===== config.mk =====
export PLATFORM = sky130hd
export DESIGN_NAME = pipelined_logic_unit
export DESIGN_NICKNAME = d
export VERILOG_FILES = /design/src/rtl/logic_unit_pkg.sv /design/src/rtl/lu_pipe_stage.sv /design/src/rtl/pipelined_logic_unit.sv
export SDC_FILE = /design/constraint.sdc
export NUM_CORES = 1
export LEC_CHECK = 0
export ABC_AREA = 1
export CAP_MARGIN = 20
export CORE_ASPECT_RATIO = 0.9
export CORE_MARGIN = 10
export CORE_UTILIZATION = 40
export CTS_CLUSTER_DIAMETER = 80
export DETAILED_ROUTE_END_ITERATION = 16
export SLEW_MARGIN = 20
export SYNTH_ARGS = -nofsm -noshare
export SYNTH_HDL_FRONTEND = slang
export SYNTH_SLANG_ARGS = --single-unit

===== constraint.sdc =====
create_clock -name clk -period 2.1 [get_ports clk]
set_clock_uncertainty 0.2 [all_clocks]
set_input_delay 0.525 -clock clk [delete_from_list [all_inputs] [get_ports clk]]
set_output_delay 0.525 -clock clk [all_outputs]
set_load 0.005 [all_outputs]

===== src/rtl/logic_unit_pkg.sv =====
// Purpose: shared op-code constants for the pipelined logic unit.
// Latency: n/a (constants only).
// Backpressure: n/a.
package logic_unit_pkg;

    localparam int LU_OP_W = 3;

    localparam logic [LU_OP_W-1:0] LU_AND  = 3'd0;  // x & y
    localparam logic [LU_OP_W-1:0] LU_OR   = 3'd1;  // x | y
    localparam logic [LU_OP_W-1:0] LU_XOR  = 3'd2;  // x ^ y
    localparam logic [LU_OP_W-1:0] LU_NOR  = 3'd3;  // ~(x | y)
    localparam logic [LU_OP_W-1:0] LU_ANDN = 3'd4;  // x & ~y
    localparam logic [LU_OP_W-1:0] LU_ORN  = 3'd5;  // x | ~y
    localparam logic [LU_OP_W-1:0] LU_XNOR = 3'd6;  // ~(x ^ y)
    localparam logic [LU_OP_W-1:0] LU_PASS = 3'd7;  // x

endpackage


===== src/rtl/lu_pipe_stage.sv =====
// Purpose: one valid/data register slice of the logic-unit pipeline.
// Latency: 1 cycle.
// Backpressure: the parent computes load (empty or advancing); the slice holds while load is low.
// Ports: clk, rst_n (async active-low), flush (clears valid), load (take upstream this edge),
//        up_valid/up_data (upstream slice or input), valid/data (registered contents).
module lu_pipe_stage #(
    parameter int DW = 8
) (
    input  logic          clk,
    input  logic          rst_n,
    input  logic          flush,
    input  logic          load,
    input  logic          up_valid,
    input  logic [DW-1:0] up_data,
    output logic          valid,
    output logic [DW-1:0] data
);

    // When loading, the valid bit follows upstream, so an advancing slice with
    // nothing behind it becomes a bubble. Flush wins over any load.
    always_ff @(posedge clk or negedge rst_n) begin
        if (!rst_n) begin
            valid <= 1'b0;
        end else if (flush) begin
            valid <= 1'b0;
        end else if (load) begin
            valid <= up_valid;
        end
    end

    // Data only moves when something real arrives; stale data behind a cleared
    // valid bit is harmless.
    always_ff @(posedge clk or negedge rst_n) begin
        if (!rst_n) begin
            data <= '0;
        end else if (load && up_valid) begin
            data <= up_data;
        end
    end

endmodule


===== src/rtl/pipelined_logic_unit.sv =====
// Purpose: eight-op bitwise logic unit with tag and zero flag, STAGES register stages deep.
// Latency: STAGES cycles from input fire to out_valid; 1 op/cycle throughput.
// Backpressure: valid/ready; stages fill while out_ready is low, then in_ready drops (capacity STAGES).
// Ports: clk, rst_n (async active-low), flush (squash all in-flight ops),
//        in_valid/in_ready/in_op/in_x/in_y/in_tag (operand side),
//        out_valid/out_ready/out_result/out_zero/out_tag (result side).
// Option: define LOGIC_UNIT_PERF_CNT_EN to add perf_count, a saturating count of output fires.
module pipelined_logic_unit
    import logic_unit_pkg::*;
#(
    parameter int WIDTH  = 32,
    parameter int STAGES = 2,
    parameter int TAG_W  = 5
) (
    input  logic               clk,
    input  logic               rst_n,
    input  logic               flush,
    input  logic               in_valid,
    output logic               in_ready,
    input  logic [LU_OP_W-1:0] in_op,
    input  logic [WIDTH-1:0]   in_x,
    input  logic [WIDTH-1:0]   in_y,
    input  logic [TAG_W-1:0]   in_tag,
    output logic               out_valid,
    input  logic               out_ready,
    output logic [WIDTH-1:0]   out_result,
    output logic               out_zero,
    output logic [TAG_W-1:0]   out_tag
`ifdef LOGIC_UNIT_PERF_CNT_EN
    ,
    output logic [31:0]        perf_count
`endif
);

    localparam int DW = WIDTH + 1 + TAG_W;  // {result, zero, tag}

    logic [WIDTH-1:0] op_res;
    logic [STAGES:0]  vld;                  // index 0 is the input port
    logic [DW-1:0]    dat [0:STAGES];
    logic [STAGES:1]  ld;
    logic             zero_q;

    always_comb begin
        op_res = '0;
        case (in_op)
            LU_AND:  op_res = in_x & in_y;
            LU_OR:   op_res = in_x | in_y;
            LU_XOR:  op_res = in_x ^ in_y;
            LU_NOR:  op_res = ~(in_x | in_y);
            LU_ANDN: op_res = in_x & ~in_y;
            LU_ORN:  op_res = in_x | ~in_y;
            LU_XNOR: op_res = ~(in_x ^ in_y);
            LU_PASS: op_res = in_x;
            default: op_res = in_x;
        endcase
    end

    assign vld[0] = in_valid;
    assign dat[0] = {op_res, (op_res == '0), in_tag};

    // A stage may load when any stage from it to the output has a hole, or the
    // output is being taken. Walking from the output back gives the whole ready
    // chain in one pass with no comb feedback between stages.
    always_comb begin : p_load
        logic room;
        ld   = '0;
        room = out_ready;
        for (int i = STAGES; i >= 1; i--) begin
            room  = room || !vld[i];
            ld[i] = room;
        end
    end

    for (genvar g = 1; g <= STAGES; g++) begin : g_stage
        lu_pipe_stage #(
            .DW(DW)
        ) u_stage (
            .clk     (clk),
            .rst_n   (rst_n),
            .flush   (flush),
            .load    (ld[g]),
            .up_valid(vld[g-1]),
            .up_data (dat[g-1]),
            .valid   (vld[g]),
            .data    (dat[g])
        );
    end

    assign in_ready  = ld[1];
    assign out_valid = vld[STAGES];
    assign {out_result, zero_q, out_tag} = dat[STAGES];
    assign out_zero  = out_valid & zero_q;

`ifdef LOGIC_UNIT_PERF_CNT_EN
    // Counts consumer handshakes; flush does not clear it.
    always_ff @(posedge clk or negedge rst_n) begin
        if (!rst_n) begin
            perf_count <= '0;
        end else if (out_valid && out_ready && (perf_count != 32'hFFFF_FFFF)) begin
            perf_count <= perf_count + 32'd1;
        end
    end
`endif

endmodule

# Word-level counts from Yosys, hierarchy flattened
# Cells that the tools add are included.
classes:
  eq_ne: 7
  mux: 5
  n_bitwise: 9
  n_reduce_logical: 10
ops:
  columns: ["cell", "n"]
  rows:
  - ["32-bit one-hot mux with 8 select lines", 1]
  - ["32-bit inverter", 3]
  - ["32-bit AND", 2]
  - ["32-bit bitwise OR", 2]
  - ["32-bit logical NOT", 1]
  - ["32-bit bitwise XOR", 1]
  - ["3-bit == test, second input constant", 4]
  - ["3-bit by 2-bit == test with 1-bit output, second input constant", 2]
  - ["1-bit two-way mux", 4]
  - ["2-bit nonzero test", 2]
  - ["3-bit by 1-bit == test with 1-bit output, second input constant", 1]
  - ["3-bit logical NOT", 1]
  - ["1-bit logical AND", 2]
  - ["1-bit logical NOT", 2]
  - ["1-bit logical OR", 2]
  - ["1-bit AND", 1]
word_totals:
  register_bits: 78
  in_bits: 77
  out_inout_bits: 40
  wordCells: 35

# Longest topological paths before layout
# Gate-level depths: netlist of run 1.
depth:
  word_depth: 5
  mapped_depth: 15
  mapped_depth_nobuf: 14

# Hierarchy
# A second synthesis of run 1 with hierarchy kept.
unflattened:
  cells_unflattened: 1022
  area_unflattened_um2: 6600.1
modules_own_cells:
  columns: ["module", "instances", "cells_each", "area_each_um2", "seq_area_each_um2"]
  rows:
  - ["pipelined_logic_unit", 1, 678, 3497.1, 0.0]
  - ["lu_pipe_stage", 2, 172, 1551.5, 975.9]

# Least setup slack after synthesis of run 1
# No wires, ideal clock.
synth_timing:
  path_kind: "input-to-reg"
  start: "in in_op[0]"
  end: "reg g_stage[1].u_stage.data[5]"
  setup_time_ns: 0.116
  t_arrival_ns: 1.681
  t_required_ns: 1.784
  setup_slack_ns: 0.102
  cell_stages: 15
  path_buffers: 2
  cell_sequence: "buf_4 nand2_1 nor2_2 buf_2 nand2_1 o21ai_1 nor2_1 nand2_1 nand2_1 nand2_1 nor2_1 nand2_1 nor2_1 nand2_1 nand2_1"
synth_via:
  elab_chain_len: 3
  word_cells_on_any_way: 10
  classes_between: "eq/ne: 7; mux: 1; reduce/logical: 2"
synth_lines:
  columns: ["item", "line", "rtl"]
  rows:
  - ["start, declared", "pipelined_logic_unit.sv:20", "input logic [LU_OP_W-1:0] in_op,"]
  - ["3-bit == test (tied with other cells)", "pipelined_logic_unit.sv:45", "case (in_op)"]
  - ["32-bit one-hot mux with 8 select lines (*)", "pipelined_logic_unit.sv:45", null]
  - ["32-bit logical NOT (*)", "pipelined_logic_unit.sv:59", "assign dat[0] = {op_res, (op_res == '0), in_tag};"]
  - ["end signal, assigned", "lu_pipe_stage.sv:37", "data <= up_data;"]
  - ["end, declared", "lu_pipe_stage.sv:16", "output logic [DW-1:0] data"]
# Mark *: on every way between the ends. The rest lies on a longest branch, timed or not.
# A chain may end at the register's enable or synchronous reset.

# Worst setup path in the final report of run 1
# Ends and elaborated chain as after synthesis.

==> metrics, run 1 <==
fraction of layout cells with a size suffix above 1=between 20% and 30%; Hold WC Path Type=flip-flop to flip-flop; gpl congestion=0.9048; Synth Warn #=0; H-tree depth=3; status=complete, no violations; cts bufs inserted=9; top post-synthesis cells by area=dfrtp_1 (29%), nand2_1 (16%), ha_1 (12%), nor2_1 (7.0%), inv_1 (6.7%); Die H=about 140 um; reg2reg end=g_stage[1].u_stage.data[5]; highest-count cells in the layout ignoring fill and taps=nand2_1 (270), buf_4 (163), nor2_1 (104); Unique masters post-synth=25; Synth Area in Adders=11.99%; Post-Synth XOR/XNOR Area=1.181%; Seq/Total Area, Yosys=29.24%; clock slew at reported path FFs=70 ps; Critical R2R Launch=g_stage[2].u_stage.valid; Clk Latency, worst-skew pair=340 ps; unrepaired setup endpoints after global routing=true; Core Area=16240 um2; largest net degree at the start of global routing=47; Lkg Pwr=5.703 nW; vias per cell=~4.8; # setup viols final=0; GRT Total Usage=19.16%; # clock sinks=78; Finished Core Util=between 60% and 70%; Yosys top cell by area=dfrtp_1; Data required, critical path=2180 ps; Compound-Gate Fraction of Synth Area=6.297%; Reg2Reg Depth=12; # nets final=1346; WHS=280.9 ps; Max transition margin=70.81%; Final HPWL DP=16290 um; cell count after synthesis=968; Slew @ Worst Pin=437.8 ps; startpoint types=input pin; via count=6796; max-slew violation count=0; fill count=1428; area of the multi-input gates=approximately 4200 um2; global-route wire length before repair=34670 um; Avg Synthesized Cell Area=6.897 um2; crit path from=in_op[0]; Mapped Nets=1109; Port Buf Inserts=116; mapped cell area=6676 um2; CP Max Fanout=11; CP Capture Point=g_stage[1].u_stage.data[5]; initial antenna violation count=0; 1st-iter DRT viols=339; cell row count=between 40 and 50; Crit Path Class=input pin to flip-flop; WL final=21740 um; CTS tree=built; post-synthesis simple-gate area fraction=30.92%; register area=1952 um2; peak supply drop=0.4808 mV; Die ar.=22270 um2; Worst EP arrival=2120 ps; leading cell type in the layout, fill and taps excluded=nand2_1; multiplexer share of the synthesized area=6.241%; Power Dens Cells=between 500 and 600 nW/um2; Die X=156.2 um; total power=5.892 mW; CP endpoint kind=flip-flop; largest family of logic cells by synthesized area=simple AND/OR/NAND/NOR gates; Detail Route Antenna Nets=0; # IOs=around 120; clock root cell=clkbuf_16; ANT cells=0; #FFs+latches synth=78; setup_tns=0 ps; R2R setup slack=380 ps; Yosys top cell area share=29.24%; Fmax=just under 500 MHz; final hold violation count=0; wire per inst=15.34 um; Max Root-Sink Buffers=2; dpl cells=1382; Syn-to-layout area delta=52.45%; non-filler cells, final=approximately 1400; Tmin final=2040 ps; Final Cycle Share=roughly 97%; 1st-pass router iterations=4; vias in the first global route=6751; global route overflow=0; max-cap viol count=0; DRC errors left=0; Starting Density=41.11%
[timing repair]
action,CTS,global route
pin swaps,4,89
setup buffers,5,12
hold buffers,1,0
setup endpoints to repair,26,28
endpoints found under the hold margin,26,0
resized for setup,39,167
gates cloned,2,0
[worst min path at each step]
stage | startpoint | to | cells after the start
after detailed placement | g_stage[1].u_stage.data[37] | g_stage[1].u_stage.data[37] | 2
after floorplan | rst_n | g_stage[1].u_stage.data[0] | 0
after global routing | g_stage[1].u_stage.data[0] | g_stage[1].u_stage.data[0] | 2
after global placement | g_stage[1].u_stage.data[4] | g_stage[1].u_stage.data[4] | 2
after CTS | g_stage[1].u_stage.data[0] | g_stage[1].u_stage.data[0] | 2
final | g_stage[1].u_stage.data[0] | g_stage[1].u_stage.data[0] | 2
[per-layer routing]
layer / part of all wire (%) / up-vias / global-route usage (%)
met1: 46 / 3098 / 24.99
met5: 0 / - / 0
met3: 5.8 / 32 / 3.596
met4: 1.9 / 0 / 5.707
met2: 46 / 190 / 31.50
li1: - / 3476 / -
[critical path, cell delays in order]
cell	delay, ps
dlymetal6s2s_1	130
buf_6	140
nand2_1	120
nor2_4	60
buf_6	150
nand2_1	70
nand2_1	50
nor2_1	100
nand2_1	70
nor2_2	140
nand2_1	100
nor2_2	180
nand2_1	70
nor2_1	100
nand2_1	60
nand2_1	50
[cells in the mapped netlist, drive strengths merged]
cell    count
nor2      129
xnor2       9
nand3b      8
clkbuf     15
nand4      31
ha         64
dfrtp      78
nand2     286
o21ai      56
nor3        8
inv       121
a21oi      28
mux2       37
buf        65
nand3      33
[per-stage QoR]
stage	setup WS, ps	instance area (um2)
CTS	-220.3	9542
finish	59.70	10180
detailed placement	-731.6	8999
global placement	-736.2	8999
global route	-48.04	10180
floorplan	102.2	6676
[final cells by class]
cell class                      instances  area share (%)
Multi-Input combinational cell        690           41.51
Timing Repair Buffer                  305           28.58
Clock buffer                            9           2.213
Inverter                              121           4.548
Tap cell                              207           2.545
Sequential cell                        78           19.18
Clock inverter                          7           1.426
[sequential cells by signal, summed over array words and instances, names as in the netlist]
signal	flops
g_stage.u_stage.data	76
g_stage.u_stage.valid	2
[report_power, final]
part	internal, mW	switching (mW)	leakage (nW)	total, mW
sequential	1.78	0.160	0.978	1.94
clock	1.29	0.637	0.176	1.92
combinational	1.12	0.905	4.55	2.03
[cell families (layout without fill, tap and decap cells)]
family,Yosys count,in the layout
adder cells (fa/ha/maj),64,64
buffers and inverters,201,442
AND/OR/NAND/NOR,495,496
XOR/XNOR,9,9
multiplexers,37,37
flip-flops,78,78
AO/OA/AOI/OAI,84,84
Power figures use the tool's default switching activity.
==> run 2: changes to the inputs <==
--- a/config.mk
+++ b/config.mk
@@ -12,6 +12,8 @@
 export CORE_UTILIZATION = 40
 export CTS_CLUSTER_DIAMETER = 80
 export DETAILED_ROUTE_END_ITERATION = 16
+export MAX_ROUTING_LAYER = met4
+export SETUP_SLACK_MARGIN = 0.2
 export SLEW_MARGIN = 20
 export SYNTH_ARGS = -nofsm -noshare
 export SYNTH_HDL_FRONTEND = slang
==> run 2 against run 1 <==
Wire length increased by 2.4%; via count increased by 3.3%; count of clock-buffer cells in the layout increased by 1.
==> metrics, run 2 (synthesis gave the netlist of run 1 again) <==
met3 Use GR=3.445%; Lkg Pwr=roughly 5.5 nW; global route overflow=0; Crit Path Class=input pin to flip-flop; CP Max Fanout=8; # IOs=117; final hold violation count=0; Power Dens Cells=537.5 nW/um2; Max Root-Sink Buffers=2; crit-path max cell delay=190 ps; Final Cycle Share=94.38%; cts bufs inserted=9; leading cell type in the layout, fill and taps excluded=nand2_1; status=complete, no violations; CP endpoint kind=flip-flop; Clk Latency, worst-skew pair=340 ps; Fmax=504.5 MHz; Max transition margin=between 80 and 90%; Largest regs=g_stage.u_stage.data x76, g_stage.u_stage.valid x2; WL final=22270 um; cell row count=44; total power=5.518 mW; CP most frequent cell=buf_4; CP cell instances=buf_6 > buf_8 > buf_6 > nor2_4 > inv_4 > buf_12 > nor3_4 > nor2_2 > buf_4 > buf_4 > buf_4 > o21ai_0; Die H=142.6 um; Final HPWL DP=16390 um; Syn-to-layout area delta=53.77%; clock root cell=clkbuf_16; Detail Route Antenna Nets=0; unrepaired setup endpoints after global routing=true; vias per cell=4.845; # clock sinks=78; WHS=274.7 ps; peak supply drop=around 0.40 mV; initial antenna violation count=0; Data required, critical path=2160 ps; via count=7020; largest net degree at the start of global routing=38; Slew @ Worst Pin=275.8 ps; Worst EP arrival=2040 ps; Starting Density=41.11%; Top reg by flops=g_stage.u_stage.data; Hold WC Path Type=flip-flop to flip-flop; fraction of layout cells with a size suffix above 1=about 33%; Top Usage Layer GRT=met2; gpl congestion=~0.90; Port Buf Inserts=116; met1 GRT Util=about a quarter; startpoint types=input pin; highest-count cells in the layout ignoring fill and taps=nand2_1 (267), buf_4 (182), nor2_1 (104); CTS tree=built; clock slew at reported path FFs=roughly 60 ps; Critical-path top delay cell=nor2_4; vias in the first global route=slightly above 7000; DRC errors left=0; Core Area=16240 um2; GRT Total Usage=20.64%; ANT cells=0; H-tree depth=3; max-cap viol count=0; Tmin final=1982 ps; global-route wire length before repair=36280 um; max-slew violation count=0; number of flip-flops under the largest register name=76; met2 usage=34.02%; Die ar.=22270 um2; 1st-iter DRT viols=420; wire per inst=15.37 um; 1st-pass router iterations=7; # setup viols final=0; Die X=around 160 um; # nets final=1378
[run 2: final cells by class]
cell class / count / area (um2)
Timing Repair Buffer: 337 / 2970
Inverter: 121 / 461.7
Tap cell: 207 / 259.0
Fill cell: 1430 / 5974
Sequential cell: 78 / 1952
Multi-Input combinational cell: 690 / 4332
Clock buffer: 10 / 229.0
Clock inverter: 6 / 62.56
[run 2: what timing repair did]
item | 4_1_cts | 5_1_grt
resized for setup | 268 | 57
setup buffers | 45 | 2
gates cloned | 3 | 0
endpoints found under the setup margin | 73 | 24
hold buffers | 1 | 0
pin swaps | 89 | 40
hold endpoints to repair | 14 | 0
[run 2: stage by stage]
| step | cell area [um2] | instances | utilization, % | TNS, ps | setup WS (ps) |
|---|---|---|---|---|---|
| 6_report | 10270 | 1449 | 63.21 | 0 | 118.0 |
| 4_1_cts | 10120 | 1447 | 62.29 | 0 | 71.12 |
| 3_3_place_gp | 9001 | 1382 | 55.42 | -13190 | -679.5 |
| 5_1_grt | 10270 | 1449 | 63.21 | -8.562 | -8.562 |
| 3_5_place_dp | 9001 | 1382 | 55.42 | -14050 | -668.6 |
| 2_1_floorplan | 6696 | 968 | - | 0 | 136.9 |
[run 2: critical path: cells and delay by family]
| family | cells | cell delay [ps] |
|---|---|---|
| compound gates | 1 | 130 |
| simple gates | 3 | 420 |
| buf+inv | 8 | 980 |
[run 2: report_power, final]
part           total [mW]  internal [mW]  switching, mW
Combinational        2.06           1.09          0.972
Sequential           1.92           1.78          0.142
Clock                1.53          0.916          0.617
Total                5.52           3.79           1.73
[run 2: worst paths after layout]
path / startpoint / endpoint / slack, ps / cells past startpoint
max: in_op[0] / g_stage[1].u_stage.data[29] / 120 / 12
min: g_stage[1].u_stage.data[2] / g_stage[1].u_stage.data[2] / 270 / 2
max reg2reg: g_stage[2].u_stage.valid / g_stage[1].u_stage.data[5] / 240 / 13
min reg2reg: g_stage[1].u_stage.data[2] / g_stage[1].u_stage.data[2] / 270 / 2
max in group asynchronous: rst_n / g_stage[2].u_stage.data[21] / 820 / 3
min in group asynchronous: rst_n / g_stage[2].u_stage.data[20] / 400 / 2
[run 2: layer usage]
| metal | wire (um) | part of all wire, % | vias up |
|---|---|---|---|
| li1 | - | - | 3551 |
| met1 | 10240 | 46 | 3249 |
| met3 | 1166 | 5.2 | 20 |
| met4 | 265 | 1.2 | 0 |
| met5 | 0 | 0 | - |
| met2 | 10600 | 48 | 200 |
